--- config.mk ---
export PLATFORM = sky130hd
export DESIGN_NAME = vga_sync_gen
export DESIGN_NICKNAME = d
export VERILOG_FILES = /design/src/rtl/vga_sync_gen.sv
export SDC_FILE = /design/constraint.sdc
export NUM_CORES = 1
export LEC_CHECK = 0
export CAP_MARGIN = 10
export CORE_MARGIN = 3
export CORE_UTILIZATION = 49
export CTS_BUF_LIST = sky130_fd_sc_hd__clkbuf_8
export DETAILED_ROUTE_END_ITERATION = 7
export PLACE_DENSITY = 0.72
export SLEW_MARGIN = 20
export SYNTH_ARGS = -nofsm -noshare
export SYNTH_HDL_FRONTEND = slang
export SYNTH_SLANG_ARGS = --single-unit
--- constraint.sdc ---
create_clock -name clk_in -period 2.7 [get_ports clk_in]
set_input_delay 0.54 -clock clk_in [delete_from_list [all_inputs] [get_ports clk_in]]
set_output_delay 0.54 -clock clk_in [all_outputs]
set_load 0.01 [all_outputs]
--- src/rtl/vga_sync_gen.sv ---
// ---------------------------------------------------------------------------
// vga_sync_gen -- raster timing generator for the VGA output path.
//
// Runs on the 25 MHz pixel clock. Two free-running counters (h_cnt, v_cnt)
// walk the raster. Every output is a registered decode of those counters, so
// all pins are mutually aligned and lag the counters by one cycle.
//
// Ports:
//   clk_in      in   pixel clock
//   rst_n       in   asynchronous active-low reset
//   en          in   count enable; low freezes the raster and all outputs
//   hsync_n     out  horizontal sync, active low
//   vsync_n     out  vertical sync, active low (whole lines)
//   video_on    out  pixel is inside the visible area
//   pixel_x     out  column of the current pixel (0..H_TOTAL-1)
//   pixel_y     out  row of the current pixel (0..V_TOTAL-1)
//   line_start  out  one-cycle pulse at pixel_x==0
//   frame_start out  one-cycle pulse at pixel (0,0)
//   frame_cnt   out  frames completed, wraps 255->0
// ---------------------------------------------------------------------------
module vga_sync_gen #(
    parameter int H_VISIBLE = 640,
    parameter int H_FRONT   = 16,
    parameter int H_SYNC    = 96,
    parameter int H_BACK    = 48,
    parameter int V_VISIBLE = 480,
    parameter int V_FRONT   = 10,
    parameter int V_SYNC    = 2,
    parameter int V_BACK    = 33,
    parameter int CW        = 10
) (
    input  logic          clk_in,
    input  logic          rst_n,
    input  logic          en,
    output logic          hsync_n,
    output logic          vsync_n,
    output logic          video_on,
    output logic [CW-1:0] pixel_x,
    output logic [CW-1:0] pixel_y,
    output logic          line_start,
    output logic          frame_start,
    output logic [7:0]    frame_cnt
);

    localparam int H_TOTAL  = H_VISIBLE + H_FRONT + H_SYNC + H_BACK;
    localparam int V_TOTAL  = V_VISIBLE + V_FRONT + V_SYNC + V_BACK;
    localparam int HS_START = H_VISIBLE + H_FRONT;
    localparam int HS_END   = HS_START + H_SYNC;
    localparam int VS_START = V_VISIBLE + V_FRONT;
    localparam int VS_END   = VS_START + V_SYNC;

    localparam logic [CW-1:0] H_LAST  = CW'(H_TOTAL - 1);
    localparam logic [CW-1:0] V_LAST  = CW'(V_TOTAL - 1);
    localparam logic [CW-1:0] CNT_ONE = CW'(1);

    // Totals must fit in the counter width, otherwise the wrap point is
    // unreachable and the raster would run off the end.
    if ((H_TOTAL > (1 << CW)) || (V_TOTAL > (1 << CW))) begin : g_bad_params
        $error("vga_sync_gen: H_TOTAL/V_TOTAL exceed 2**CW");
    end

    // Raster counters and the internal frame counter.
    logic [CW-1:0] h_cnt_q, h_cnt_d;
    logic [CW-1:0] v_cnt_q, v_cnt_d;
    logic [7:0]    frame_q, frame_d;

    // Registered outputs.
    logic          hsync_n_q, hsync_n_d;
    logic          vsync_n_q, vsync_n_d;
    logic          video_on_q, video_on_d;
    logic [CW-1:0] pixel_x_q, pixel_x_d;
    logic [CW-1:0] pixel_y_q, pixel_y_d;
    logic          line_start_q, line_start_d;
    logic          frame_start_q, frame_start_d;
    logic [7:0]    frame_cnt_q, frame_cnt_d;

    int h_int;
    int v_int;

    always_comb begin
        h_int = int'(h_cnt_q);
        v_int = int'(v_cnt_q);

        h_cnt_d       = h_cnt_q;
        v_cnt_d       = v_cnt_q;
        frame_d       = frame_q;
        hsync_n_d     = hsync_n_q;
        vsync_n_d     = vsync_n_q;
        video_on_d    = video_on_q;
        pixel_x_d     = pixel_x_q;
        pixel_y_d     = pixel_y_q;
        frame_cnt_d   = frame_cnt_q;
        // Pulses never stretch across a frozen period.
        line_start_d  = 1'b0;
        frame_start_d = 1'b0;

        if (en) begin
            hsync_n_d     = !((h_int >= HS_START) && (h_int < HS_END));
            vsync_n_d     = !((v_int >= VS_START) && (v_int < VS_END));
            video_on_d    = (h_int < H_VISIBLE) && (v_int < V_VISIBLE);
            pixel_x_d     = h_cnt_q;
            pixel_y_d     = v_cnt_q;
            line_start_d  = (h_cnt_q == '0);
            frame_start_d = (h_cnt_q == '0) && (v_cnt_q == '0);
            // frame_q already counts the frame that just wrapped, so copying
            // it here lines frame_cnt up with the frame_start pulse.
            frame_cnt_d   = frame_q;

            // >= rather than == so an out-of-range value recovers at once.
            if (h_cnt_q >= H_LAST) begin
                h_cnt_d = '0;
                if (v_cnt_q >= V_LAST) begin
                    v_cnt_d = '0;
                    frame_d = frame_q + 8'd1;
                end else begin
                    v_cnt_d = v_cnt_q + CNT_ONE;
                end
            end else begin
                h_cnt_d = h_cnt_q + CNT_ONE;
            end
        end
    end

    always_ff @(posedge clk_in or negedge rst_n) begin
        if (!rst_n) begin
            h_cnt_q       <= '0;
            v_cnt_q       <= '0;
            frame_q       <= '0;
            hsync_n_q     <= 1'b1;
            vsync_n_q     <= 1'b1;
            video_on_q    <= 1'b0;
            pixel_x_q     <= '0;
            pixel_y_q     <= '0;
            line_start_q  <= 1'b0;
            frame_start_q <= 1'b0;
            frame_cnt_q   <= '0;
        end else begin
            h_cnt_q       <= h_cnt_d;
            v_cnt_q       <= v_cnt_d;
            frame_q       <= frame_d;
            hsync_n_q     <= hsync_n_d;
            vsync_n_q     <= vsync_n_d;
            video_on_q    <= video_on_d;
            pixel_x_q     <= pixel_x_d;
            pixel_y_q     <= pixel_y_d;
            line_start_q  <= line_start_d;
            frame_start_q <= frame_start_d;
            frame_cnt_q   <= frame_cnt_d;
        end
    end

    assign hsync_n     = hsync_n_q;
    assign vsync_n     = vsync_n_q;
    assign video_on    = video_on_q;
    assign pixel_x     = pixel_x_q;
    assign pixel_y     = pixel_y_q;
    assign line_start  = line_start_q;
    assign frame_start = frame_start_q;
    assign frame_cnt   = frame_cnt_q;

endmodule
==> reports/results.ini, run 1 <==
[outcome]
status=finished clean

[worst_setup_path]
r2r-start=h_cnt_q[0]
path_max_fanout=2
arrival_ns=1.40
crit_start=hsync_n
path_cells=clkdlybuf4s50_1
r2r_cells=5
crit_type=register to output port
cp-end-kind=output port
crit_end=hsync_n
slowest_delay_ns=0.54
reg2reg_to=frame_q[1]
rrSetupSlack_ns=0.79
cp_num_cells=1
worstPathBufferInverterCount=1
start_kind=register
crit_family=buffers and inverters
critPathRequiredTime_ns=2.16
cp_slowest_cell=clkdlybuf4s50_1

[synthesis]
synthCells=236
synth-edff-count=0
yosysTopAreaCell=dfrtp_1
yosysSeqAreaShare=0.5336
ys_warn_count=0
ys_types=48
synth.area.top_cells=dfrtp_1 52%, mux2_2 11%, xnor2_1 3.4%
ys_async_sr_fraction=1.000
yosys.area.top_type_share=0.5153
synth_fp_nets=245
synthesis.area_sq_um=2865
ys_ff_latch=61
yosys_most_used_dff=dfrtp_1
syn_avg_cell_area_sq_um=12.14

[floorplan]
core_sq_um=5574
die_h_um=82.47
dieWidth_um=82.47
rows=27
start_util=0.5140
pin_count=36
die_area_sq_um=6801

[sta]
setup_viol_count_final=0
finalCritPeriodShare=0.7194
drv_slew=0
max_slew_margin=0.5653
max_freq_ghz=0.5149
worst_slack_ns=0.7577
tightestPinTransition_ns=0.6506
rsz0062_at_grt=false
setup_tns_ns=0
hold_viol=0
fin_crit_ns=1.942
whs_ns=0.1247
fin_skew_ns=0.01086

[power]
pwr-share-clk=0.397
finalPower_mw=2.282
cellLeakagePower_nw=1.526
switching_share=0.2513
combPwrFrac=0.122
intPower_mw=1.709
power_density_nw_per_um2=660.9
peakVddDrop_uv=356.3
pwr-share-seq=0.481
power.switching_uw=573.5

[placement]
dpl.hpwl_um=3646
portBuffers=35
place_ws_ns=0.7275
gp_congestion=0.8394
placed_area_sq_um=3228

[global_routing]
antenna_found_initial=0
grt_pass1_vias=1946
grt_max_degree=44
grt_pass1_wl_um=9301
track_usage=0.1854
grt_overflow=0

[final_layout]
fillers=463
drive_gt1_frac=0.2238
num_antenna_cells=0
nNetsFinal=281
areaGrowthSynthToFinish_pct=20.52
finalInstanceArea_sq_um=3453

[run]
maxCapViolations=0

[cts]
post_cts.repair.setup_buffers=0
path_clk_slew_ns=0.07
clock_latency_ns=0.34
cts_buffers=9
clock_sinks=61
cts-root-buf=clkbuf_8
cts_max_level=3
clock_path_buffers=2
cts_hold_buf=0
cts_tree=done
cts.repair.resized=0

[min_path]
worstHoldPathType=input port to async pin

[drt]
wire_per_inst_um=15.41
routed-via-count=1918
viasPerCell=5.496
dr.pass1.iters=4
wirelength_um=5377
drt.antenna.violating_nets=0
drt_iter0_markers=110
drc=0

==> cells in the mapped netlist (3+ instances only) <==
cell     count
a22o_1       6
and3_1       5
buf_2        9
buf_6        4
dfrtp_1     59
ha_1         6
inv_1        7
mux2_2      28
nand2_1     14
nand3_1     12
nand4_1      4
nor2_1      14
nor3_1       7
nor4_1       3
o21ai_0      5
o21ai_1      4
xnor2_1     11
xor2_1       3
==> how the worst min path moves through the flow <==
| stage | from | endpoint | slack [ns] | depth (start not counted) |
|---|---|---|---|---|
| floorplan | rst_n | frame_cnt[0] | 0.24 | 0 |
| global placement | frame_q[7] | frame_q[7] | 0.46 | 1 |
| detailed placement | frame_q[7] | frame_q[7] | 0.47 | 1 |
| CTS | rst_n | h_cnt_q[5] | 0.13 | 1 |
| global route | rst_n | h_cnt_q[5] | 0.13 | 1 |
| finish | rst_n | h_cnt_q[5] | 0.12 | 1 |
==> cells by family (layout without fill, tap and decap cells) <==
group | count (synthesis) | count (layout) | share of synthesized area
flip-flops | 61 | 61 | 0.5336
AO/OA/AOI/OAI | 30 | 30 | 0.08166
XOR/XNOR | 14 | 14 | 0.04280
adder cells (fa/ha/maj) | 6 | 6 | 0.02620
multiplexers | 29 | 29 | 0.1153
buffers and inverters | 20 | 61 | 0.04061
AND/OR/NAND/NOR | 76 | 76 | 0.1598
==> state kept, by name, summed over array words and instances (netlist names) <==
signal	count
pixel_y	10
vsync_n	1
h_cnt_q	10
frame_cnt	8
line_start	1
video_on	1
pixel_x	10
v_cnt_q	10
frame_q	8
hsync_n	1
frame_start	1
==> per-stage QoR <==
step | cells | util
after floorplan | 236 | -
after global placement | 333 | 0.5791
after detailed placement | 333 | 0.5791
after CTS | 349 | 0.6195
after global routing | 349 | 0.6195
final | 349 | 0.6195
==> power groups by stage <==
stage          Combinational, mW  Clock (mW)  Sequential [mW]
2_1_floorplan              0.183           0             1.08
3_3_place_gp               0.278           0             1.11
3_5_place_dp               0.283           0             1.12
4_1_cts                    0.284       0.930             1.10
5_1_grt                    0.312       0.974             1.11
6_report                   0.279       0.905             1.10
==> final cells by class <==
cell class	count	area, sq um	share of cell area
multi-input cells	155	1220	0.3533
clock buffers	11	151.4	0.04384
well taps	72	90.09	0.02609
inverters	7	26.28	0.007609
clock inverters	5	73.82	0.02138
repair buffers	38	362.8	0.1051
flip-flops and latches	61	1529	0.4428
==> layer usage <==
layer	global-route usage	wire length (um)	up-vias
li1	-	-	925
met1	0.2569	2617	937
met2	0.2628	2390	47
met3	0.05640	279	9
met4	0.09136	89	0
met5	0	0	-
==> cells in the final DEF, fill, tap and decap left out, types with 2 or more instances in the layout <==
| master | n |
|---|---|
| bufinv_16 | 2 |
| xor2_1 | 3 |
| clkdlybuf4s50_1 | 33 |
| o21a_1 | 2 |
| buf_4 | 3 |
| dfstp_2 | 2 |
| buf_2 | 2 |
| dfrtp_1 | 59 |
| o21ai_0 | 5 |
| xnor2_1 | 11 |
| nand3_2 | 2 |
| and3_1 | 5 |
| nand2_1 | 14 |
| nand4_1 | 4 |
| nor3_1 | 7 |
| clkbuf_8 | 11 |
| clkinv_2 | 2 |
| ha_1 | 6 |
| inv_1 | 8 |
| nor2_1 | 14 |
| and4_1 | 2 |
| a22o_1 | 6 |
| o21ai_1 | 4 |
| nor2b_1 | 2 |
| nor4_1 | 3 |
| nand3_1 | 12 |
| mux2_2 | 28 |
No activity file was read; power rests on OpenSTA's default activity.
==> run 2, diff against run 1 <==
==> constraint.sdc (replaced) <==
create_clock -name clk_in -period 2 [get_ports clk_in]
set_input_delay 0.4 -clock clk_in [delete_from_list [all_inputs] [get_ports clk_in]]
set_output_delay 0.4 -clock clk_in [all_outputs]
set_load 0.01 [all_outputs]
==> run 2 against run 1 <==
Compared with the run above: non-clock buffer count increased by 3; die area is the same; register-to-register slack got worse by 0.60 ns; critical path type is now register to register; critical endpoint is now frame_q[1]; largest cell class unchanged; highest routed layer unchanged.
==> reports/results.ini, run 2 (same netlist as run 1, synthesis figures left out) <==
[outcome]
status=finished clean

[final_layout]
nNetsFinal=284  ; +1.1%
drive_gt1_frac=0.2357  ; +0.01189
num_antenna_cells=0  ; unchanged
finalNonFillerCells=352  ; +0.86%
final_util=0.6256  ; +0.006060
fillers=468  ; +1.1%
final_common_cell=dfrtp_1
most-common-layout-cells=59 x dfrtp_1, 33 x clkdlybuf4s50_1, 28 x mux2_2
areaGrowthSynthToFinish_pct=21.70

[cts]
clock_path_buffers=2  ; unchanged
cts_tree=done
cts.repair.resized=0  ; unchanged
path_clk_slew_ns=0.07  ; about the same
cts-root-buf=clkbuf_8
cts_buffers=9  ; unchanged
post_cts.repair.setup_buffers=0  ; unchanged
clock_sinks=61  ; unchanged
clock_latency_ns=0.34  ; about the same
cts_max_level=3  ; unchanged
cts_hold_buf=0  ; unchanged

[drt]
wirelength_um=5418  ; +0.76%
drt_iter0_markers=118  ; +7.3%
drt.antenna.violating_nets=0  ; unchanged
drc=0  ; unchanged
viasPerCell=5.446  ; -0.90%
dr.pass1.iters=4  ; unchanged
wire_per_inst_um=15.39  ; about the same
routed-via-count=1917  ; -0.052%

[power]
cellLeakagePower_nw=1.538  ; +0.80%
power_density_nw_per_um2=884.6  ; +34%
peakVddDrop_uv=666.5  ; +87%

[sta]
tightestPinTransition_ns=0.4934  ; -0.1572 ns
fin_crit_ns=1.805
hold_viol=0  ; unchanged
max_slew_margin=0.6702  ; +0.1049
setup_viol_count_final=0  ; unchanged
finalCritPeriodShare=0.9027
worst_slack_ns=0.1946  ; -0.5631 ns
setup_tns_ns=0  ; unchanged
fin_skew_ns=0.007738  ; -0.003127 ns
rsz0062_at_grt=false
max_freq_ghz=0.5539
drv_slew=0  ; unchanged

[run]
maxCapViolations=0  ; unchanged

[worst_setup_path]
slowest_delay_ns=0.44  ; -0.10 ns
reg2reg_to=frame_q[1]
worstPathBufferInverterCount=0  ; -1
path_cells=ha_1, nand4_4, a21oi_4, nand2_4, mux2_4
critPathRequiredTime_ns=2.22  ; +0.06 ns
path_max_fanout=14  ; +12
cp_slowest_cell=a21oi_4
r2r_cells=5  ; unchanged
crit_family=compound AO/OA/AOI/OAI gates
cp-end-kind=register
rrSetupSlack_ns=0.19  ; -0.60 ns
r2r-start=h_cnt_q[0]
crit_type=register to register
arrival_ns=2.03  ; +0.63 ns
start_kind=register

[floorplan]
rows=27  ; unchanged
pin_count=36  ; unchanged
core_sq_um=5574  ; unchanged
die_h_um=82.47  ; unchanged
dieWidth_um=82.47  ; unchanged
start_util=0.5140  ; unchanged
die_area_sq_um=6801  ; unchanged

[global_routing]
grt_max_degree=62  ; +41%
antenna_found_initial=0  ; unchanged
track_usage=0.1888  ; +0.003380
grt_overflow=0  ; unchanged
grt_pass1_wl_um=9480  ; +1.9%
grt_pass1_vias=1914  ; -1.6%

[placement]
portBuffers=35  ; unchanged
gp_congestion=0.7698  ; -8.3%
place_ws_ns=0.2308  ; -0.4967 ns
dpl.hpwl_um=3673  ; +0.76%
place_inst=336  ; +0.90%

[min_path]
worstHoldPathType=input port to async pin

[run 2: changes by cell type in the layout (fill, tap and decap cells not counted)]
cell	before	now
buf_12	0	1
buf_4	3	5
clkbuf_8	11	10
clkinv_4	0	1
clkinvlp_4	0	1
inv_1	8	7
[run 2: worst max-delay path by stage]
stage | from | to | slack (ns) | cells past startpoint
after floorplan | h_cnt_q[0] | frame_q[1] | 0.50 | 6
after CTS | vsync_n | vsync_n | 0.18 | 1
after global routing | h_cnt_q[0] | frame_q[1] | 0.09 | 5
after detailed placement | h_cnt_q[0] | frame_q[1] | 0.23 | 5
final | h_cnt_q[0] | frame_q[1] | 0.19 | 5
after global placement | h_cnt_q[0] | frame_q[1] | 0.32 | 5
[run 2: metal layers]
layer  wire length, um  vias to the layer above  track usage
li1                  -                      919            -
met1              2544                      939       0.2617
met2              2504                       47       0.2740
met3               233                       12      0.04013
met4               136                        0       0.1063
met5                 0                        -            0
[run 2: where the power goes]
group | total (mW) | switching (mW) | internal [mW] | leakage (nW)
clock network | 1.21 | 0.479 | 0.732 | 0.112
logic | 0.410 | 0.188 | 0.222 | 0.634
registers | 1.46 | 0.124 | 1.34 | 0.791
[run 2: area by class of cell]
cell class / instances / area [sq um] / share of cell area
clock inverters: 6 / 86.33 / 0.02476
well taps: 72 / 90.09 / 0.02583
flip-flops and latches: 61 / 1529 / 0.4385
inverters: 7 / 26.28 / 0.007535
repair buffers: 41 / 397.9 / 0.1141
multi-input cells: 155 / 1220 / 0.3498
clock buffers: 10 / 137.6 / 0.03947
[run 2: stage by stage]
stage	power, mW	area [sq um]	hold slack, ns
floorplan	1.708	2865	0.1044
global placement	1.887	3263	0.4298
detailed placement	1.903	3263	0.4323
CTS	3.125	3487	0.05716
global route	3.250	3487	0.06336
finish	3.085	3487	0.03698
==> variant, RTL diff (config.mk and constraints of run 1) <==
The output `line_start` loses its register stage (`line_start_q` becomes a continuous assignment).
--- a/src/rtl/vga_sync_gen.sv
+++ b/src/rtl/vga_sync_gen.sv
@@ -132,5 +132,4 @@
             pixel_x_q     <= '0;
             pixel_y_q     <= '0;
-            line_start_q  <= 1'b0;
             frame_start_q <= 1'b0;
             frame_cnt_q   <= '0;
@@ -144,9 +143,10 @@
             pixel_x_q     <= pixel_x_d;
             pixel_y_q     <= pixel_y_d;
-            line_start_q  <= line_start_d;
             frame_start_q <= frame_start_d;
             frame_cnt_q   <= frame_cnt_d;
         end
     end
+
+    assign line_start_q = line_start_d;
 
     assign hsync_n     = hsync_n_q;
Behaviour: not the same (a bounded check fails within 4 cycles, from zero or initial values and one cycle with rst_n low).
==> variant against run 1 <==
Area after synthesis down 0.87%. Design area decreased by 1.4%. Power fell by 6.8%. Wire length about the same. Clock skew is essentially flat. Setup slack lost 0.64 ns. Critical endpoint is now line_start. Largest power group unchanged. Sequential cell count shrank 1. Global-route usage up 0.23 points. Die area decreased by 0.81%. Sequential share of layout area is 0.12 points lower. First-iteration DRC count up 8.2%. Critical path type is now in -> out.
==> variant: results (changes against run 1) <==
- Worst IR Drop VDD: 0.3694 mV (+3.7%)
- Sequential cell area share: 0.4416 (-0.001169)
- Register bit total from synthesis: 60 (-1.6%)
- GR Layer Usage met3: 0.03579 (-0.02061)
- Dpl hpwl: 3519 µm (-3.5%)
- Crit path capture: line_start
- Layout cell share with drive strength beyond 1: 0.2210 (-0.002812)
- Multi-input combinational area share: 0.3600 (+0.006769)
- GRT Resource Usage Total: 0.1877 (+0.002322)
- Filler cells: 455 (-1.7%)
- Tmin final: 2.584 ns (+0.6419 ns)
- Clkbuf count: 13 (+2)
- Synth top area cells: dfrtp_1, mux2_2, xnor2_1
- Switching power: 570.0 µW (-0.61%)
- WL met2: 2417 µm (+1.1%)
- Avg Vias per Cell: 5.491 (about the same)
- Initial drt markers: 119 (+8.2%)
- WL final: 5381 µm (about the same)
- Tightest Pin Transition: 0.7398 ns (+0.08923 ns)
- Post-synth top cells: dfrtp_1, mux2_2, nand2_1, nor2_1, nand3_1
- Buffering overhead: 0.1080 (+0.002936)
- Synth Net Count: 244 (-0.41%)
- Pint: 1.558 mW (-8.8%)
- Met1 wire length: 2630 µm (+0.50%)
- Status: finished, final reports clean
- Layout clock area frac: 0.05621 (-0.009009)
- GR Layer Usage met1: 0.2693 (+0.01243)
-- variant: cell count changes after synthesis --
| cell | change |
|---|---|
| dfrtp_1 | -1 |
-- variant: metrics by stage --
stage	area, µm²	cells	hold WS (ns)
2_1_floorplan	2840	235	0.2444
3_3_place_gp	3208	332	0.4607
3_5_place_dp	3208	332	0.4603
4_1_cts	3400	348	0.3792
5_1_grt	3406	348	0.4214
6_report	3406	348	0.3477
-- variant: logic make-up after synthesis --
kind of cell             after synthesis  share of synthesized area
XOR/XNOR                              14                    0.04317
adder cells (fa/ha/maj)                6                    0.02643
buffers and inverters                 20                    0.04097
AND/OR/NAND/NOR                       76                     0.1612
flip-flops                            60                     0.5295
AO/OA/AOI/OAI                         30                    0.08238
multiplexers                          29                     0.1163
-- variant: repair_timing --
| item | 4_1_cts | 5_1_grt |
|---|---|---|
| endpoints found under the hold margin | 0 | 0 |
| gates resized for setup | 0 | 1 |
| setup buffers | 0 | 0 |
| endpoints found under the setup margin | 0 | 1 |
